<file path="config.mk">
export PLATFORM = sky130hd
export DESIGN_NAME = multi_ch_uart_tx
export DESIGN_NICKNAME = d
export VERILOG_FILES = /design/src/rtl/multi_ch_uart_tx.sv
export SDC_FILE = /design/constraint.sdc
export NUM_CORES = 1
export LEC_CHECK = 0
export CORE_MARGIN = 4
export CORE_UTILIZATION = 60
export CTS_CLUSTER_SIZE = 40
export DETAILED_ROUTE_END_ITERATION = 8
export PLACE_DENSITY = 0.74
export SETUP_SLACK_MARGIN = 0.05
export SLEW_MARGIN = 20
export SYNTH_ARGS = -nofsm -noshare
export SYNTH_HDL_FRONTEND = slang
export SYNTH_SLANG_ARGS = --single-unit
</file>
<file path="constraint.sdc">
create_clock -name clk -period 5.09 [get_ports clk]
set_input_delay 0.7635 -clock clk [delete_from_list [all_inputs] [get_ports clk]]
set_output_delay 0.7635 -clock clk [all_outputs]
set_load 0.03 [all_outputs]
</file>
<file path="src/rtl/multi_ch_uart_tx.sv">
// multi_ch_uart_tx: N-channel FIFO-to-serial transmitter.
// Each channel buffers words in its own FIFO. A round-robin arbiter picks the
// next non-empty channel, and one shared serializer sends a tagged frame per
// word on tx: start 0, channel ID (LSB first), data (LSB first), optional
// parity, stop 1. Every bit is held for CLK_DIV clock cycles.
module multi_ch_uart_tx #(
  parameter int DATA_W  = 8,
  parameter int N_CH    = 3,
  parameter int DEPTH   = 16,
  parameter int CLK_DIV = 16,
  parameter int PARITY  = 0   // 0 = none, 1 = even, 2 = odd
) (
  input  logic                   clk,
  input  logic                   rst,
  input  logic                   start,
  input  logic [N_CH-1:0]        wr_en,
  input  logic [N_CH*DATA_W-1:0] data_in,
  output logic [N_CH-1:0]        full,
  output logic [N_CH-1:0]        ovf,
  output logic                   busy,
  output logic                   tx
);

  localparam int CH_W  = (N_CH > 1) ? $clog2(N_CH) : 1;
  localparam int PAR_W = (PARITY != 0) ? 1 : 0;
  localparam int F     = 1 + CH_W + DATA_W + PAR_W + 1;
  localparam int AW    = $clog2(DEPTH);
  localparam int CW    = AW + 1;
  localparam int BW    = $clog2(F);
  localparam int DW    = (CLK_DIV > 1) ? $clog2(CLK_DIV) : 1;

  localparam logic [CW-1:0]   CNT_FULL = CW'(DEPTH);
  localparam logic [BW-1:0]   LAST_BIT = BW'(F - 1);
  localparam logic [DW-1:0]   LAST_DIV = DW'(CLK_DIV - 1);
  localparam logic [CH_W-1:0] LAST_CH  = CH_W'(N_CH - 1);

  typedef enum logic {IDLE, SEND} state_t;

  // Channel FIFO storage and bookkeeping
  logic [DATA_W-1:0] mem    [N_CH][DEPTH];
  logic [AW-1:0]     wr_ptr [N_CH];
  logic [AW-1:0]     rd_ptr [N_CH];
  logic [CW-1:0]     count  [N_CH];
  logic [CW-1:0]     cnt_nxt[N_CH];

  logic [N_CH-1:0]   not_empty;
  logic [N_CH-1:0]   push;
  logic [N_CH-1:0]   pop;

  // Arbiter / serializer state
  state_t            state;
  logic [CH_W-1:0]   last;
  logic [CH_W-1:0]   grant;
  logic              any_ready;
  logic              do_pop;
  logic [DATA_W-1:0] pop_data;
  logic              par;
  logic [F-1:0]      frame;
  logic [F-2:0]      shreg;
  logic [BW-1:0]     bit_cnt;
  logic [DW-1:0]     div_cnt;

  // Per-channel push/pop qualification and next occupancy
  // NOTE: every signal written in always_comb gets a default first, so no path can leave it unassigned and infer a latch.
  always_comb begin
    for (int i = 0; i < N_CH; i++) begin
      not_empty[i] = (count[i] != '0);
      // A write against a full FIFO is dropped even if the same edge pops it.
      push[i]      = wr_en[i] & ~full[i];
      pop[i]       = do_pop & (grant == CH_W'(i));
      cnt_nxt[i]   = count[i];
      case ({push[i], pop[i]})
        2'b10:   cnt_nxt[i] = count[i] + CW'(1);
        2'b01:   cnt_nxt[i] = count[i] - CW'(1);
        default: cnt_nxt[i] = count[i];
      endcase
    end
  end

  // Round-robin grant: first non-empty channel after last, wrapping at N_CH
  always_comb begin
    int  idx;
    logic found;
    idx       = 0;
    found     = 1'b0;
    grant     = '0;
    any_ready = |not_empty;
    for (int k = 1; k <= N_CH; k++) begin
      idx = int'(last) + k;
      if (idx >= N_CH) idx = idx - N_CH;
      for (int i = 0; i < N_CH; i++) begin
        if (!found && (i == idx) && not_empty[i]) begin
          grant = CH_W'(i);
          found = 1'b1;
        end
      end
    end
  end

  assign do_pop = (state == IDLE) && start && any_ready;

  // Head word of the granted channel
  always_comb begin
    pop_data = '0;
    for (int i = 0; i < N_CH; i++) begin
      if (grant == CH_W'(i)) pop_data = mem[i][rd_ptr[i]];
    end
  end

  // Frame assembly: start, ID, data, optional parity, stop (bit 0 sent first)
  always_comb begin
    par   = ^{grant, pop_data};
    frame = '1;
    frame[0] = 1'b0;
    frame[1 +: CH_W] = grant;
    frame[1 + CH_W +: DATA_W] = pop_data;
    if (PARITY != 0) frame[F-2] = (PARITY == 2) ? ~par : par;
  end

  // FIFO data array write port
  // NOTE: the storage array is deliberately not reset; the reset pointers and counts alone decide which entries are valid.
  always_ff @(posedge clk) begin
    for (int i = 0; i < N_CH; i++) begin
      if (push[i]) mem[i][wr_ptr[i]] <= data_in[i*DATA_W +: DATA_W];
    end
  end

  // FIFO pointers, occupancy, full and sticky overflow flags
  // NOTE: sequential state uses non-blocking assignments so every register samples pre-edge values regardless of statement order.
  always_ff @(posedge clk or posedge rst) begin
    if (rst) begin
      for (int i = 0; i < N_CH; i++) begin
        wr_ptr[i] <= '0;
        rd_ptr[i] <= '0;
        count[i]  <= '0;
      end
      full <= '0;
      ovf  <= '0;
    end else begin
      for (int i = 0; i < N_CH; i++) begin
        if (push[i]) wr_ptr[i] <= wr_ptr[i] + AW'(1);
        if (pop[i])  rd_ptr[i] <= rd_ptr[i] + AW'(1);
        count[i] <= cnt_nxt[i];
        full[i]  <= (cnt_nxt[i] == CNT_FULL);
        if (wr_en[i] && full[i]) ovf[i] <= 1'b1;
      end
    end
  end

  // Serializer FSM with registered tx/busy and the arbiter's last pointer
  always_ff @(posedge clk or posedge rst) begin
    if (rst) begin
      state   <= IDLE;
      tx      <= 1'b1;
      busy    <= 1'b0;
      last    <= LAST_CH;
      shreg   <= '1;
      bit_cnt <= '0;
      div_cnt <= '0;
    end else begin
      case (state)
        IDLE: begin
          tx   <= 1'b1;
          busy <= 1'b0;
          if (do_pop) begin
            state   <= SEND;
            busy    <= 1'b1;
            last    <= grant;
            tx      <= frame[0];
            shreg   <= frame[F-1:1];
            bit_cnt <= '0;
            div_cnt <= '0;
          end
        end
        SEND: begin
          if (div_cnt == LAST_DIV) begin
            div_cnt <= '0;
            if (bit_cnt == LAST_BIT) begin
              // Last cycle of the stop bit: return the line to idle.
              state <= IDLE;
              busy  <= 1'b0;
              tx    <= 1'b1;
            end else begin
              bit_cnt <= bit_cnt + BW'(1);
              tx      <= shreg[0];
              shreg   <= {1'b1, shreg[F-2:1]};
            end
          end else begin
            div_cnt <= div_cnt + DW'(1);
          end
        end
        default: state <= IDLE;
      endcase
    end
  end

endmodule
</file>
# --- After elaboration in Yosys (flattened, before gate mapping) ---
# Memories as Yosys holds them, arrays and structs flattened.
# Cells that the tools add are included.
word_totals:
  memories: 1
  mem_bits_rw: 384
  regBits: 69
  in_bits: 30
  out_inout_bits: 8
  word_cells: 203
memory_table:
  columns: ["memory", "depth", "word_bits", "read_ports", "rd_ports_with_merged_regs", "write_ports", "line", "source"]
  rows:
  - ["mem", 3, 128, 3, 0, 3, "40", "logic [DATA_W-1:0] mem [N_CH][DEPTH];"]
classes:
  n_reduce_logical: 44
  order_cmp: 12
  muxes: 67
  addsub: 20
  bitwise: 16
  n_eq_ne: 23
op_table:
  columns: ["operator", "n"]
  rows:
  - ["$mux 128", 3]
  - ["$bmux 8 s4", 3]
  - ["$demux 8 s4", 3]
  - ["$eq 2x32->1 const A", 3]
  - ["$eq 3x32->1 const A", 3]
  - ["$logic_not 32->1", 3]
  - ["$mux 32", 3]
  - ["$mux 8", 12]
  - ["$mux 11", 3]
  - ["$add 4x1->4 const B", 8]
  - ["$ge 5x5->1 const B", 6]
  - ["$not 4->5", 6]
  - ["$pmux 5 s2", 3]
  - ["$logic_and 1x1->1", 25]
  - ["$pmux 11 s2", 1]
  - ["$mux 1", 20]
  - ["$mux 4", 4]
  - ["$pmux 4 s2", 2]
  - ["$add 5x1->5 const B", 3]
  - ["$eq 5x5->1 const B", 3]
  - ["$lt 5x1->1 const B", 3]
  - ["$reduce_bool 5->1", 3]
  - ["$sub 5x1->5 const B", 3]
  - ["$mux 2", 7]
  - ["17 further kinds", 49]

# --- Depth between registers and ports, before layout ---
# Gate-level depths: netlist (run 1).
depth:
  word_depth: 44
  mapped_depth: 17
  ltp_nobuf: 15

# --- Worst setup path after synthesis (run 1) ---
# Ideal clock, no wire load.
synth_timing:
  path_kind: "reg2reg"
  start: "register last[1]"
  end: "register full[2]"
  path_stages_with_launch: 18
  path_buffers: 2
  setup_ps: 100
  t_arrival_ps: 3702
  t_required_ps: 4990
  path_slack_ps: 1288
  path_cell_list: "dfstp_2 -> inv_1 -> ha_1 -> clkbuf_1 -> nor3b_2 -> and3b_1 -> o21a_1 -> o211ai_1 -> nand2b_1 -> buf_2 -> xnor2_1 -> ha_1 -> or3_1 -> nor3_1 -> a31oi_1 -> a31oi_1 -> xor2_1 -> nor4bb_1"
synth_lines:
  columns: ["element", "line", "source"]
  rows:
  - ["start, declared", "52", "logic [CH_W-1:0] last;"]
  - ["start signal, assigned", "168", "last <= grant;"]
  - ["end signal, assigned by index", "144", "full[i] <= (cnt_nxt[i] == CNT_FULL);"]
  - ["end, declared", "18", "output logic [N_CH-1:0] full,"]

# --- Final worst setup path (run 1) ---
layout_timing:
  start: "register last[1]"
  end: "register full[0]"
layout_between:
  elab_chain_len: 43
  word_cells_on_any_way: 68
  cone_classes: "add/sub: 6; order compare: 3; eq/ne: 9; mux: 20; bitwise: 1; reduce/logical: 29"
layout_rtl:
  columns: ["element", "line", "source"]
  rows:
  - ["$add 2x1->3", "89", "idx = int'(last) + k;"]
  - ["$sub 3x2->4 or $ge 3x2->1 (tied branches)", "90", "if (idx >= N_CH) idx = idx - N_CH;"]
  - ["$mux 32", "90", null]
  - ["$logic_not 32->1", "92", "if (!found && (i == idx) && not_empty[i]) begin"]
  - ["$logic_and 1x1->1", "92", null]
  - ["$mux 1", "92", null]
  - ["$logic_not 1->1", "92", null]
  - ["$logic_and 1x1->1 (2 in series)", "92", null]
  - ["(+25 left out)", null, null]
  - ["$logic_not 1->1", "92", null]
  - ["$logic_and 1x1->1 (2 in series)", "92", null]
  - ["$mux 2 *", "92", null]
  - ["$logic_not 2->1 *", "70", "pop[i] = do_pop & (grant == CH_W'(i));"]
  - ["$and 1x1->1 *", "70", null]
  - ["$eq 2x1->1 or $eq 2x2->1 (tied branches)", "72", "case ({push[i], pop[i]})"]
  - ["$pmux 5 s2 *", "72", null]
  - ["$eq 5x5->1 *", "144", null]
# Mark *: on every way between the ends. The rest lies on a longest branch, timed or not.
# A chain may end at the register's enable or synchronous reset.

==> results of run 1 <==
-- flip-flops by register name (all words and copies together), names as in the netlist --
name / flops
tx: 1
state: 1
last: 2
rd_ptr: 12
div_cnt: 4
busy: 1
shreg: 10
ovf: 3
bit_cnt: 4
wr_ptr: 12
count: 15
mem: 384
full: 3
-- through the flow --
stage,util,hold WS (ps),std cells
2_1_floorplan,-,458,1021
3_3_place_gp,0.635,437,1425
3_5_place_dp,0.635,446,1425
4_1_cts,0.679,459,1507
5_1_grt,0.679,480,1507
6_report,0.679,452,1507
-- worst max-delay path: cells and delay by family, from the launching register on --
kind,cells,cell delay [ps]
fa+ha+maj,2,690
buf+inv,2,290
xor+xnor,1,180
simple gates,6,1930
flops,1,540
compound gates,3,740
-- cell usage after synthesis (2+ instances only) --
cell / n / area share
nor3_1: 14 / 0.0038
o21a_1: 2 / 0.00081
nand2_1: 57 / 0.012
xnor2_1: 30 / 0.014
clkbuf_1: 30 / 0.0061
nand3_1: 12 / 0.0032
nand2b_1: 10 / 0.0034
ha_1: 27 / 0.018
buf_1: 16 / 0.0032
nor3b_1: 4 / 0.0016
mux2_2: 5 / 0.0030
buf_2: 4 / 0.0011
a31oi_1: 9 / 0.0030
nand3b_1: 5 / 0.0020
o211ai_1: 2 / 0.00081
inv_1: 26 / 0.0053
a21o_1: 9 / 0.0036
o22ai_1: 6 / 0.0020
nand4_1: 7 / 0.0024
or2_2: 2 / 0.00067
a22oi_1: 3 / 0.0012
nor2_1: 45 / 0.0091
a211oi_1: 2 / 0.00081
dfrtp_1: 56 / 0.075
edfxtp_1: 384 / 0.62
a21oi_1: 30 / 0.0081
dfstp_2: 12 / 0.017
o221ai_1: 6 / 0.0028
and2_1: 17 / 0.0057
mux2i_1: 13 / 0.0070
o31ai_1: 2 / 0.00081
nor4_1: 4 / 0.0013
nand4b_1: 2 / 0.00094
a211o_1: 3 / 0.0014
nor2b_1: 3 / 0.0010
mux4_2: 111 / 0.13
or3_1: 3 / 0.0010
o21ai_0: 15 / 0.0040
xor2_1: 8 / 0.0038
-- worst min-delay path by stage --
stage | slack (ps) | to
2_1_floorplan | 460 | shreg[4]
3_3_place_gp | 440 | ovf[1]
3_5_place_dp | 450 | ovf[2]
4_1_cts | 460 | ovf[2]
5_1_grt | 480 | ovf[2]
6_report | 450 | ovf[2]
-- final cells by class --
type                    count  share of cell area
multi-input cells         490               0.242
clock inverters            19             0.00627
inverters                  27             0.00494
clock buffers              63              0.0585
flip-flops and latches    452               0.638
well taps                 396              0.0239
repair buffers             60              0.0261
-- logic make-up (layout without fill, tap and decap cells) --
kind of cell / Yosys count / in the layout
and+or+nand+nor: 198 / 198
buffers and inverters: 79 / 169
muxes: 129 / 129
xor gates and xnor gates: 38 / 38
AOI/OAI and AO/OA: 98 / 98
DFF: 452 / 452
adders and majority gates: 27 / 27
-- routing by layer --
layer  routed length (um)  vias up  GRT usage
met5                    0        -          0
met4                  766        0     0.0529
met3                 1590       55     0.0352
met2                17800      235      0.355
met1                14600     4784      0.303
li1                     -     4145          -
-- report_power, final --
| part | leakage, uW | total (uW) | switching [uW] | internal (uW) |
|---|---|---|---|---|
| Clock | 0.000659 | 3040 | 1320 | 1720 |
| Sequential | 0.00428 | 4740 | 263 | 4480 |
| Combinational | 0.00191 | 1180 | 698 | 484 |
| Total | 0.00685 | 8960 | 2280 | 6680 |
==> out/results.tsv, run 1 <==
stage	metric	value	unit
timing	Setup TNS	0	ps
min_path	hold depth	1	
placed_design	pre-CTS worst setup slack	737	ps
grt	first-pass GRT wire length	55500	um
timing	Max Clock Skew	16.6	ps
clock_network	H-Tree Depth	2	
status	outcome	complete, no violations	
route	Post-Route WL	34700	um
logic_synthesis	largest family of logic cells by synthesized area	multiplexers	
grt	pin count of the biggest net entering global routing	37	
timing	Slew @ Worst Pin	998	ps
route	Residual DRC	0	
clock_network	clk root buf	clkbuf_16	
die	Die W	184	um
timing	final hold viol count	0	
clock_network	clk sinks	452	
clock_network	Hold Buf Count CTS	0	
die	Floorplan Core Area	0.0306	sq mm
run	Max Cap Viol	0	
worst_setup_path	FF-to-FF Start	last[1]	
finish	most frequent cells in the layout	edfxtp_1 (384), mux4_2 (111), nand2_1 (57), dfrtp_1 (53), clkbuf_16 (46)	
worst_setup_path	max incr delay on CP	600	ps
clock_network	TritonCTS clock tree	done	
min_path	Worst Hold Class	register to register	
finish	Seq. cell area	0.0133	sq mm
finish	Final nets	1133	
finish	commonest non-fill, non-tap cell in the layout	edfxtp_1	
finish	# diodes	0	
placed_design	Placed Area	0.0194	sq mm
timing	Final Max Tran Viols	0	
power_and_ir_drop	Static Leakage	0.00685	uW
finish	multi-input logic area	0.00503	sq mm
route	wire per inst	23.0	um
finish	Filler cells	1951	
route	TritonRoute pass-1 iters	5	
placed_design	GPL Wtd Cong	0.795	
finish	Area Overhead vs Synth	11.8	%
die	I/O Pins	38	
placed_design	DP HPWL	23100	um
grt	number of global-route vias before repair	9572	
timing	Final period util	0.878	
min_path	critical hold path startpoint	ovf[2]	
finish	post-route cell area	0.0208	sq mm
die	die height	184	um
clock_network	setup bufs post-CTS	0	
logic_synthesis	post-synth cell types	64	
logic_synthesis	ys flop type	edfxtp_1	
timing	Max Fclk	224	MHz
logic_synthesis	multiplexer share of the synthesized area	0.145	
timing	fin crit period	4470	ps
grt	GRT overflow	0	
clock_network	Skew-Pair Late Insertion Delay	550	ps
clock_network	post-CTS sizing	0	
worst_setup_path	critical setup path kind	register to register	
route	number of DRC markers in iteration 0	826	
worst_setup_path	WP data arrival	4910	ps
grt	antenna violations before repair	0	
logic_synthesis	number of flops mapped to enable cells by yosys	384	
logic_synthesis	Synth Area in XOR/XNOR	0.0179	
worst_setup_path	worst r2r path cells	14	
worst_setup_path	r2r endpoint	full[0]	
logic_synthesis	Mean Syn Cell Area	18.2	sq um
logic_synthesis	FF+latch count, synth	452	
timing	setup violators final	0	
placed_design	PortBufs	37	
grt	GRT Resource Usage Total	0.213	
route	antenna viol nets, final	0	
route	DR vias	9219	
worst_setup_path	Worst Path Required	5530	ps
worst_setup_path	CP Capture Type	register	
worst_setup_path	Worst setup SP type	register	
power_and_ir_drop	worst vdd ir	0.397	mV
worst_setup_path	slowest CP cell	nor3_1	
logic_synthesis	Synth Net Count	1078	
die	Die Area	0.0338	sq mm
worst_setup_path	flop-to-flop setup slack	620	ps
clock_network	clk buf depth	3	
logic_synthesis	sequential element share of the synthesized area	0.713	
worst_setup_path	CP startpoint	last[1]	
logic_synthesis	Synth Area in Adders	0.0182	
route	via/cell ratio	6.12	
clock_network	clock slew at reported path FFs	60	ps
logic_synthesis	fraction of registers with async set/reset	0.150	
timing	final worst slack	622	ps
power_and_ir_drop	Pwr Total	8960	uW
power_and_ir_drop	P per Cell Area	431	mW/mm^2
die	Initial Utilization	0.607	
logic_synthesis	Synth warnings	0	
logic_synthesis	Synth Area in Compound Gates	0.0355	
timing	RSZ-0062 raised after global routing	false	
logic_synthesis	post-synthesis simple-gate area fraction	0.0544	
finish	share of layout cells above drive strength 1	0.202	
clock_network	TritonCTS Buffers	45	
worst_setup_path	Worst Setup EP	full[0]	
worst_setup_path	Worst Path Max Fanout	8	
die	FP Rows	64	
logic_synthesis	Post-Synthesis Cell Area	0.0186	sq mm
timing	slew margin rel.	0.335	
logic_synthesis	synthesized netlist cell count	1021	
worst_setup_path	cell-by-cell trace of the critical path	inv_1 > ha_1 > nor3b_2 > and3b_1 > o21a_1 > o21ai_1 > inv_1 > nor3_1 > ha_1 > a21oi_1 > xnor2_1 > nor4b_1 > nor3_1 > nor4_1	
No activity file was read; power rests on OpenSTA's default activity.
==> inputs of run 2 (changes only) <==
--- a/config.mk
+++ b/config.mk
@@ -9,6 +9,7 @@
 export CORE_UTILIZATION = 60
 export CTS_CLUSTER_SIZE = 40
 export DETAILED_ROUTE_END_ITERATION = 8
+export GPL_ROUTABILITY_DRIVEN = 0
 export PLACE_DENSITY = 0.74
 export SETUP_SLACK_MARGIN = 0.05
 export SLEW_MARGIN = 20
==> results of run 2 <==
The final DEF is identical to that of run 1; final timing and power are the same.
